**src/rtl/fifo_control_fsm.sv**
```systemverilog
// Pointer/flag controller for a 2^ADDR_WIDTH-entry FIFO RAM: accepts, addresses, occupancy and raw full/empty.
// Enables are combinational from requests; count, flags and overflow/underflow pulses register on the edge.
module fifo_control_fsm #(
    parameter int ADDR_WIDTH = 4
) (
    input  logic                  clk,
    input  logic                  Clear,
    input  logic                  wr_req,
    input  logic                  rd_req,
    output logic                  wr_en,
    output logic                  rd_en,
    output logic [ADDR_WIDTH-1:0] wr_addr,
    output logic [ADDR_WIDTH-1:0] rd_addr,
    output logic [ADDR_WIDTH:0]   count,
    output logic                  in_full,
    output logic                  in_empty,
    output logic                  overflow,
    output logic                  underflow
);

    localparam int                DEPTH_I    = 1 << ADDR_WIDTH;
    localparam int                DEPTH_M1_I = DEPTH_I - 1;
    localparam logic [ADDR_WIDTH:0] DEPTH_M1 = DEPTH_M1_I[ADDR_WIDTH:0];
    localparam logic [ADDR_WIDTH:0] ONE      = {{ADDR_WIDTH{1'b0}}, 1'b1};

    typedef enum logic [1:0] {
        S_EMPTY  = 2'b00,
        S_NORMAL = 2'b01,
        S_FULL   = 2'b10
    } state_t;

    state_t                r_state;
    logic [ADDR_WIDTH-1:0] r_wr_ptr;
    logic [ADDR_WIDTH-1:0] r_rd_ptr;
    logic [ADDR_WIDTH:0]   r_count;
    logic                  r_full;
    logic                  r_empty;
    logic                  r_ovf;
    logic                  r_unf;

    logic                  w_wr_acc;
    logic                  w_rd_acc;
    logic [ADDR_WIDTH:0]   w_count_next;

    // Clear gates the enables so the RAM sees no write while reset is held.
    assign w_wr_acc     = wr_req & (r_state != S_FULL)  & ~Clear;
    assign w_rd_acc     = rd_req & (r_state != S_EMPTY) & ~Clear;
    assign w_count_next = r_count + {{ADDR_WIDTH{1'b0}}, w_wr_acc}
                                  - {{ADDR_WIDTH{1'b0}}, w_rd_acc};

    always_ff @(posedge clk or posedge Clear) begin
        if (Clear) begin
            r_state  <= S_EMPTY;
            r_wr_ptr <= '0;
            r_rd_ptr <= '0;
            r_count  <= '0;
            r_full   <= 1'b0;
            r_empty  <= 1'b1;
            r_ovf    <= 1'b0;
            r_unf    <= 1'b0;
        end else begin
            r_wr_ptr <= r_wr_ptr + {{(ADDR_WIDTH-1){1'b0}}, w_wr_acc};
            r_rd_ptr <= r_rd_ptr + {{(ADDR_WIDTH-1){1'b0}}, w_rd_acc};
            r_count  <= w_count_next;
            r_ovf    <= wr_req & (r_state == S_FULL);
            r_unf    <= rd_req & (r_state == S_EMPTY);
            case (r_state)
                S_EMPTY: begin
                    if (w_wr_acc) begin
                        r_state <= S_NORMAL;
                        r_empty <= 1'b0;
                    end
                end
                S_NORMAL: begin
                    if (w_wr_acc && !w_rd_acc && r_count == DEPTH_M1) begin
                        r_state <= S_FULL;
                        r_full  <= 1'b1;
                    end else if (w_rd_acc && !w_wr_acc && r_count == ONE) begin
                        r_state <= S_EMPTY;
                        r_empty <= 1'b1;
                    end
                end
                S_FULL: begin
                    if (w_rd_acc) begin
                        r_state <= S_NORMAL;
                        r_full  <= 1'b0;
                    end
                end
                default: begin
                    // Unreachable encoding: recover to a clean empty FIFO.
                    r_state  <= S_EMPTY;
                    r_wr_ptr <= '0;
                    r_rd_ptr <= '0;
                    r_count  <= '0;
                    r_full   <= 1'b0;
                    r_empty  <= 1'b1;
                    r_ovf    <= 1'b0;
                    r_unf    <= 1'b0;
                end
            endcase
        end
    end

    assign wr_en     = w_wr_acc;
    assign rd_en     = w_rd_acc;
    assign wr_addr   = r_wr_ptr;
    assign rd_addr   = r_rd_ptr;
    assign count     = r_count;
    assign in_full   = r_full;
    assign in_empty  = r_empty;
    assign overflow  = r_ovf;
    assign underflow = r_unf;

endmodule

```
**config.mk**
```make
export PLATFORM = sky130hd
export DESIGN_NAME = fifo_control_fsm
export DESIGN_NICKNAME = d
export VERILOG_FILES = /design/src/rtl/fifo_control_fsm.sv
export SDC_FILE = /design/constraint.sdc
export NUM_CORES = 1
export LEC_CHECK = 0
export ABC_CLOCK_PERIOD_IN_PS = 3470
export CAP_MARGIN = 25
export CORE_UTILIZATION = 45
export CTS_CLUSTER_SIZE = 12
export DETAILED_ROUTE_END_ITERATION = 8
export PLACE_DENSITY = 0.83
export SETUP_SLACK_MARGIN = 0.4
export SYNTH_ARGS = -nofsm -noshare
export SYNTH_HDL_FRONTEND = slang
export SYNTH_SLANG_ARGS = --single-unit
```
**constraint.sdc**
```tcl
create_clock -name clk -period 3.47 [get_ports clk]
set_input_delay 0.8675 -clock clk [delete_from_list [all_inputs] [get_ports clk]]
set_output_delay 0.8675 -clock clk [all_outputs]
set_load 0.02 [all_outputs]
```
Yosys cells after proc, flatten, opt, wreduce, memory -nomap -nowiden

Index checks and enable logic that the tools add are counted.

Output and inout bits: 19
Bits in read-only memories: 0
Flip-flop bits (word level): 19
RAM bits: 0
Memories kept: 0
Word-level logic and storage cells: 61
Bits in latches: 0
Input bits: 4

Div/mod/pow operators: 0
Equality and inequality tests: 11
Multipliers: 0
Magnitude comparators: 0
Add/sub/neg operators: 4
Shift-type cells: 0
Multiplexer cells: 17
Reduce and logical (&&, ||, !) cells: 12
Bitwise logic cells: 9

Operator list:

| kind                                                             | number |
|---|---|
| 2-bit inequality test (second input constant)                    | 6 |
| 4-bit by 1-bit adder with 4-bit output                           | 2 |
| 2-bit 2-to-1 mux                                                 | 4 |
| 4-bit 2-to-1 mux                                                 | 2 |
| 1-bit 2-to-1 mux                                                 | 7 |
| 1-bit bitwise AND                                                | 6 |
| 1-bit one-hot mux with 3 select lines                            | 2 |
| 2-bit one-hot mux with 3 select lines                            | 1 |
| 3-bit AND reduction                                              | 2 |
| 5-bit by 1-bit adder with 5-bit output                           | 1 |
| 5-bit by 1-bit == test with 1-bit output (second input constant) | 1 |
| 5-bit by 4-bit == test with 1-bit output (second input constant) | 1 |
| 5-bit 2-to-1 mux                                                 | 1 |
| 5-bit by 1-bit subtractor with 5-bit output                      | 1 |
| 1-bit logical AND                                                | 4 |
| 4-bit AND reduction                                              | 1 |
| 3-bit inequality test (second input constant)                    | 1 |
| 1-bit inverter                                                   | 3 |
| 3-bit OR reduction                                               | 1 |
| 2-bit by 1-bit == test with 1-bit output (second input constant) | 1 |
| 2-bit == test (second input constant)                            | 1 |
| 1-bit zero test                                                  | 2 |
| 2-bit zero test                                                  | 1 |
| 2-bit nonzero test                                               | 1 |

Depth between registers and ports, before layout

Depth after elaboration: 9
Depth in mapped cells: 11
Depth with buffers taken out: 11

Worst setup path before layout

OpenSTA, ideal clock, no wires.

Kind: in2reg
Start point: input port Clear
End point: register r_count[4], in the netlist count[4]
Data arrival time: 2.610 ns
Cell stages on the path: 11
Library setup time: 0.132 ns
Buffers on the path: 0
Required time: 3.338 ns
Setup slack: 0.728 ns
Path through: and2b_1 o21a_2 ha_1 inv_1 ha_1 inv_1 fa_1 nor2b_1 o21bai_1 a21oi_1 nor3b_1

Elaborated cells between the ends (all ways): 6
Classes of those cells: add/sub: 2; mux: 1; bitwise: 3

RTL lines:

| element                                     | line | RTL |
|---|---|---|
| start: declaration                          | 7    | `input logic Clear,` |
| 1-bit inverter                              | 47   | `assign w_rd_acc = rd_req & (r_state != S_EMPTY) & ~Clear;` |
| 1-bit bitwise AND                           | 47   |  |
| net rd_en                                   | 11   | `output logic rd_en,` |
| 5-bit by 1-bit subtractor with 5-bit output | 49   | `- {{ADDR_WIDTH{1'b0}}, w_rd_acc};` |
| 5-bit 2-to-1 mux                            | 67   | `case (r_state)` |
| end signal: assignment                      | 64   | `r_count <= w_count_next;` |
| end: declaration                            | 35   | `logic [ADDR_WIDTH:0] r_count;` |

The timed path passes the listed nets, and every way through them passes these cells.
A chain may end at the register's enable or synchronous reset.

Worst setup path in the final report

Start point: input port wr_req
End point: output port wr_en

Word-level cells in the longest chain between the ends: 2

RTL lines:

| element                        | line | RTL |
|---|---|---|
| start: declaration             | 8    | `input logic wr_req,` |
| 1-bit bitwise AND (2 in a row) | 46   | `assign w_wr_acc = wr_req & (r_state != S_FULL) & ~Clear;` |
| end: declaration               | 10   | `output logic wr_en,` |

No other way between the ends.

==> flow_metrics.env <==
export IMPL_wl_per_cell_um=13.4
export IMPL_drtIter0Drc=11
export IMPL_synth_top_cells_by_count="dfrtp_1, inv_1, ha_1"
export IMPL_yosysTopAreaCellShare_pct=43.3
export IMPL_clock_skew_ns=0.00335
export IMPL_crit_type="in2out"
export IMPL_track_usage_pct=18.8
export IMPL_yosysSeqAreaShare_pct=45.8
export IMPL_grt_pass1_wl_mm=3.52
export IMPL_p_int_uw=692
export IMPL_ys_flop_type="dfrtp_1"
export IMPL_drt_first_pass_iters=3
export IMPL_regArea_sq_um=477
export IMPL_pin_count=23
export IMPL_row_count=17
export IMPL_place_gp_congestion=0.834
export IMPL_antenna_cells=0
export IMPL_maxSlewHeadroom_pct=73.8
export IMPL_drive_gt1_share_pct=13.4
export IMPL_crit_fanout=5
export IMPL_synthDistinctLibCells=36
export IMPL_switching_power_uw=482
export IMPL_grt_ovfl_total=0
export IMPL_p_per_area_nw_per_um2=873
export IMPL_ys_warn_count=0
export IMPL_synthTopCellsByArea="dfrtp_1, ha_1, inv_1, and2_1, dfstp_2"
export IMPL_num_vias=805
export IMPL_cts_buffer_depth=2
export IMPL_utilization_pct=61.4
export IMPL_grt_max_degree=20
export IMPL_critPathCaptureType="primary output"
export IMPL_antenna_found_initial=0
export IMPL_start_util_pct=47.5
export IMPL_cts_sinks=19
export IMPL_fin_ws_ns=0.446
export IMPL_ys_ff_latch=19
export IMPL_clk_latency_ns=0.29
export IMPL_multi_input_area_sq_um=518
export IMPL_port_buffers=22
export IMPL_run_status="complete, no violations"
export IMPL_clock_tree_root_cell="clkbuf_4"
export IMPL_synth_area_per_cell_sq_um=10.4
export IMPL_clk_pin_slew_ns=0.11
export IMPL_maxSlewViolCount=0
export IMPL_yosysMostFrequentCell="dfrtp_1"
export IMPL_clkPwrFrac_pct=9.4
export IMPL_async_reset_ff_share_pct=100
export IMPL_hpwl_mm=1.54
export IMPL_seqPwrFrac_pct=34.7
export IMPL_combPwrFrac_pct=55.9
export IMPL_cts_tree="done"
export IMPL_synth_cells=100
export IMPL_place_ws_ns=0.161
export IMPL_cts_max_level=1
export IMPL_max_clock_freq_mhz=331
export IMPL_worst_endpoint_arrival_ns=2.16
export IMPL_period_minus_slack_ns=3.02
export IMPL_viasPerCell=5.19
export IMPL_die_h_um=50.1
export IMPL_critPathRequiredTime_ns=2.60
export IMPL_die_area_sq_um=2510
export IMPL_detail_route_antenna_nets=0
export IMPL_swShare_pct=41.1
export IMPL_fin_hold_ws_ns=0.521
export IMPL_rsz0062_at_grt="no"
export IMPL_setup_viol_count_final=0
export IMPL_ir_worst_vdd_mv=0.467
export IMPL_timing_max_cap_violations=0
export IMPL_coreArea_sq_um=2190
export IMPL_syn_to_final_growth_pct=29.2
export IMPL_synth_area_sq_um=1040
export IMPL_synth_edff_count=0
export IMPL_synth_top_area_cell="dfrtp_1"
export IMPL_grt_pass1_vias=777
export IMPL_drc=0
export IMPL_final_nets=144
export IMPL_hp_class="reg2reg"
export IMPL_startpoint_type="input pin"
export IMPL_timing_final_crit_share_pct=87.1
export IMPL_hold_viol=0
export IMPL_p_leak_uw=0.000630
export IMPL_final_setup_tns_ns=0
export IMPL_wl_mm=2.07
export IMPL_fillCellCount=182
export IMPL_worst_slew_pin_slew_ns=0.393
export IMPL_synthesis_nets=116
export IMPL_die_x_um=50.1
export IMPL_cts_buffers=3
[registers in the layout, summed over array words and instances (netlist names)]
name	flops
r_state	2
in_empty	1
rd_addr	4
underflow	1
overflow	1
count	5
wr_addr	4
in_full	1
[final timing paths]
| kind | cells after the start | start | slack (ns) | end |
|---|---|---|---|---|
| worst min-delay path | 2 | in_empty | 0.52 | in_empty |
| worst max register to register | 10 | r_state[1] | 1.17 | count[4] |
| worst max-delay path | 4 | wr_req | 0.45 | wr_en |
| max in group asynchronous | 3 | Clear | 2.24 | in_empty |
| worst min register to register | 2 | in_empty | 0.52 | in_empty |
| min in group asynchronous | 3 | Clear | 0.97 | underflow |
[power groups by stage]
stage / Clock [uW] / Combinational, uW / Sequential [uW]
final: 111 / 657 / 407
after global routing: 124 / 722 / 422
after CTS: 113 / 644 / 408
after detailed placement: 0 / 641 / 412
after global placement: 0 / 619 / 402
after floorplan: 0 / 294 / 501
[stage by stage]
stage	cell area [sq um]	cells	power [uW]
3_3_place_gp	1300	150	1020
4_1_cts	1330	154	1160
2_1_floorplan	1040	100	794
6_report	1350	155	1170
3_5_place_dp	1300	150	1050
5_1_grt	1350	155	1270
[area by class of cell]
| class | instances | share of cell area (%) |
|---|---|---|
| Multi-Input combinational cell | 66 | 38.5 |
| Sequential cell | 19 | 35.4 |
| Timing Repair Buffer | 25 | 17.9 |
| Inverter | 13 | 3.63 |
| Tap cell | 28 | 2.60 |
| Clock buffer | 4 | 1.95 |
[repair_timing]
item                                    4_1_cts  5_1_grt
gates resized for setup                       2        4
hold buffers                                  0        0
setup buffers                                 0        1
endpoints found under the setup margin        2        2
pin swaps                                     0        1
[critical path, cell delays in order]
cell             delay (ns)
clkdlybuf4s50_1        0.49
or2b_4                 0.30
a21oi_2                0.14
dlygate4sd2_1          0.36
[per-layer routing]
metal  track usage [%]  share of wire, %  vias to the layer above  wire, um
met5                 0                 0                        -         0
met4              7.14               1.8                        0        38
met3              2.78               3.0                        6        62
met2              30.0                51                       15      1050
met1              25.3                44                      397       921
li1                  -                 -                      387         -
[cells in the final DEF, fill, tap and decap left out, types with 2 or more instances in the layout]
cell type,Yosys,layout
clkdlybuf4s50_1,0,20
dfrtp_1,18,18
inv_1,12,12
ha_1,11,11
nor2_1,7,7
and2_1,5,5
nand3_1,4,4
nand2_1,3,3
a21oi_1,3,3
xnor2_1,3,3
xor2_1,3,3
clkbuf_4,0,3
buf_4,0,3
nand4_1,2,2
nor3b_1,3,2
nor3_1,2,2
dlygate4sd2_1,0,2
[cells by family after synthesis]
logic type               count (synthesis)  share of synthesized area (%)
AND/OR/NAND/NOR                         34                           18.5
flip-flops                              19                           45.8
buffers and inverters                   15                           5.53
AO/OA/AOI/OAI                           13                           8.89
adder cells (fa/ha/maj)                 12                           15.1
XOR/XNOR                                 6                           5.05
multiplexers                             1                           1.08
No activity file was read; power rests on OpenSTA's default activity.
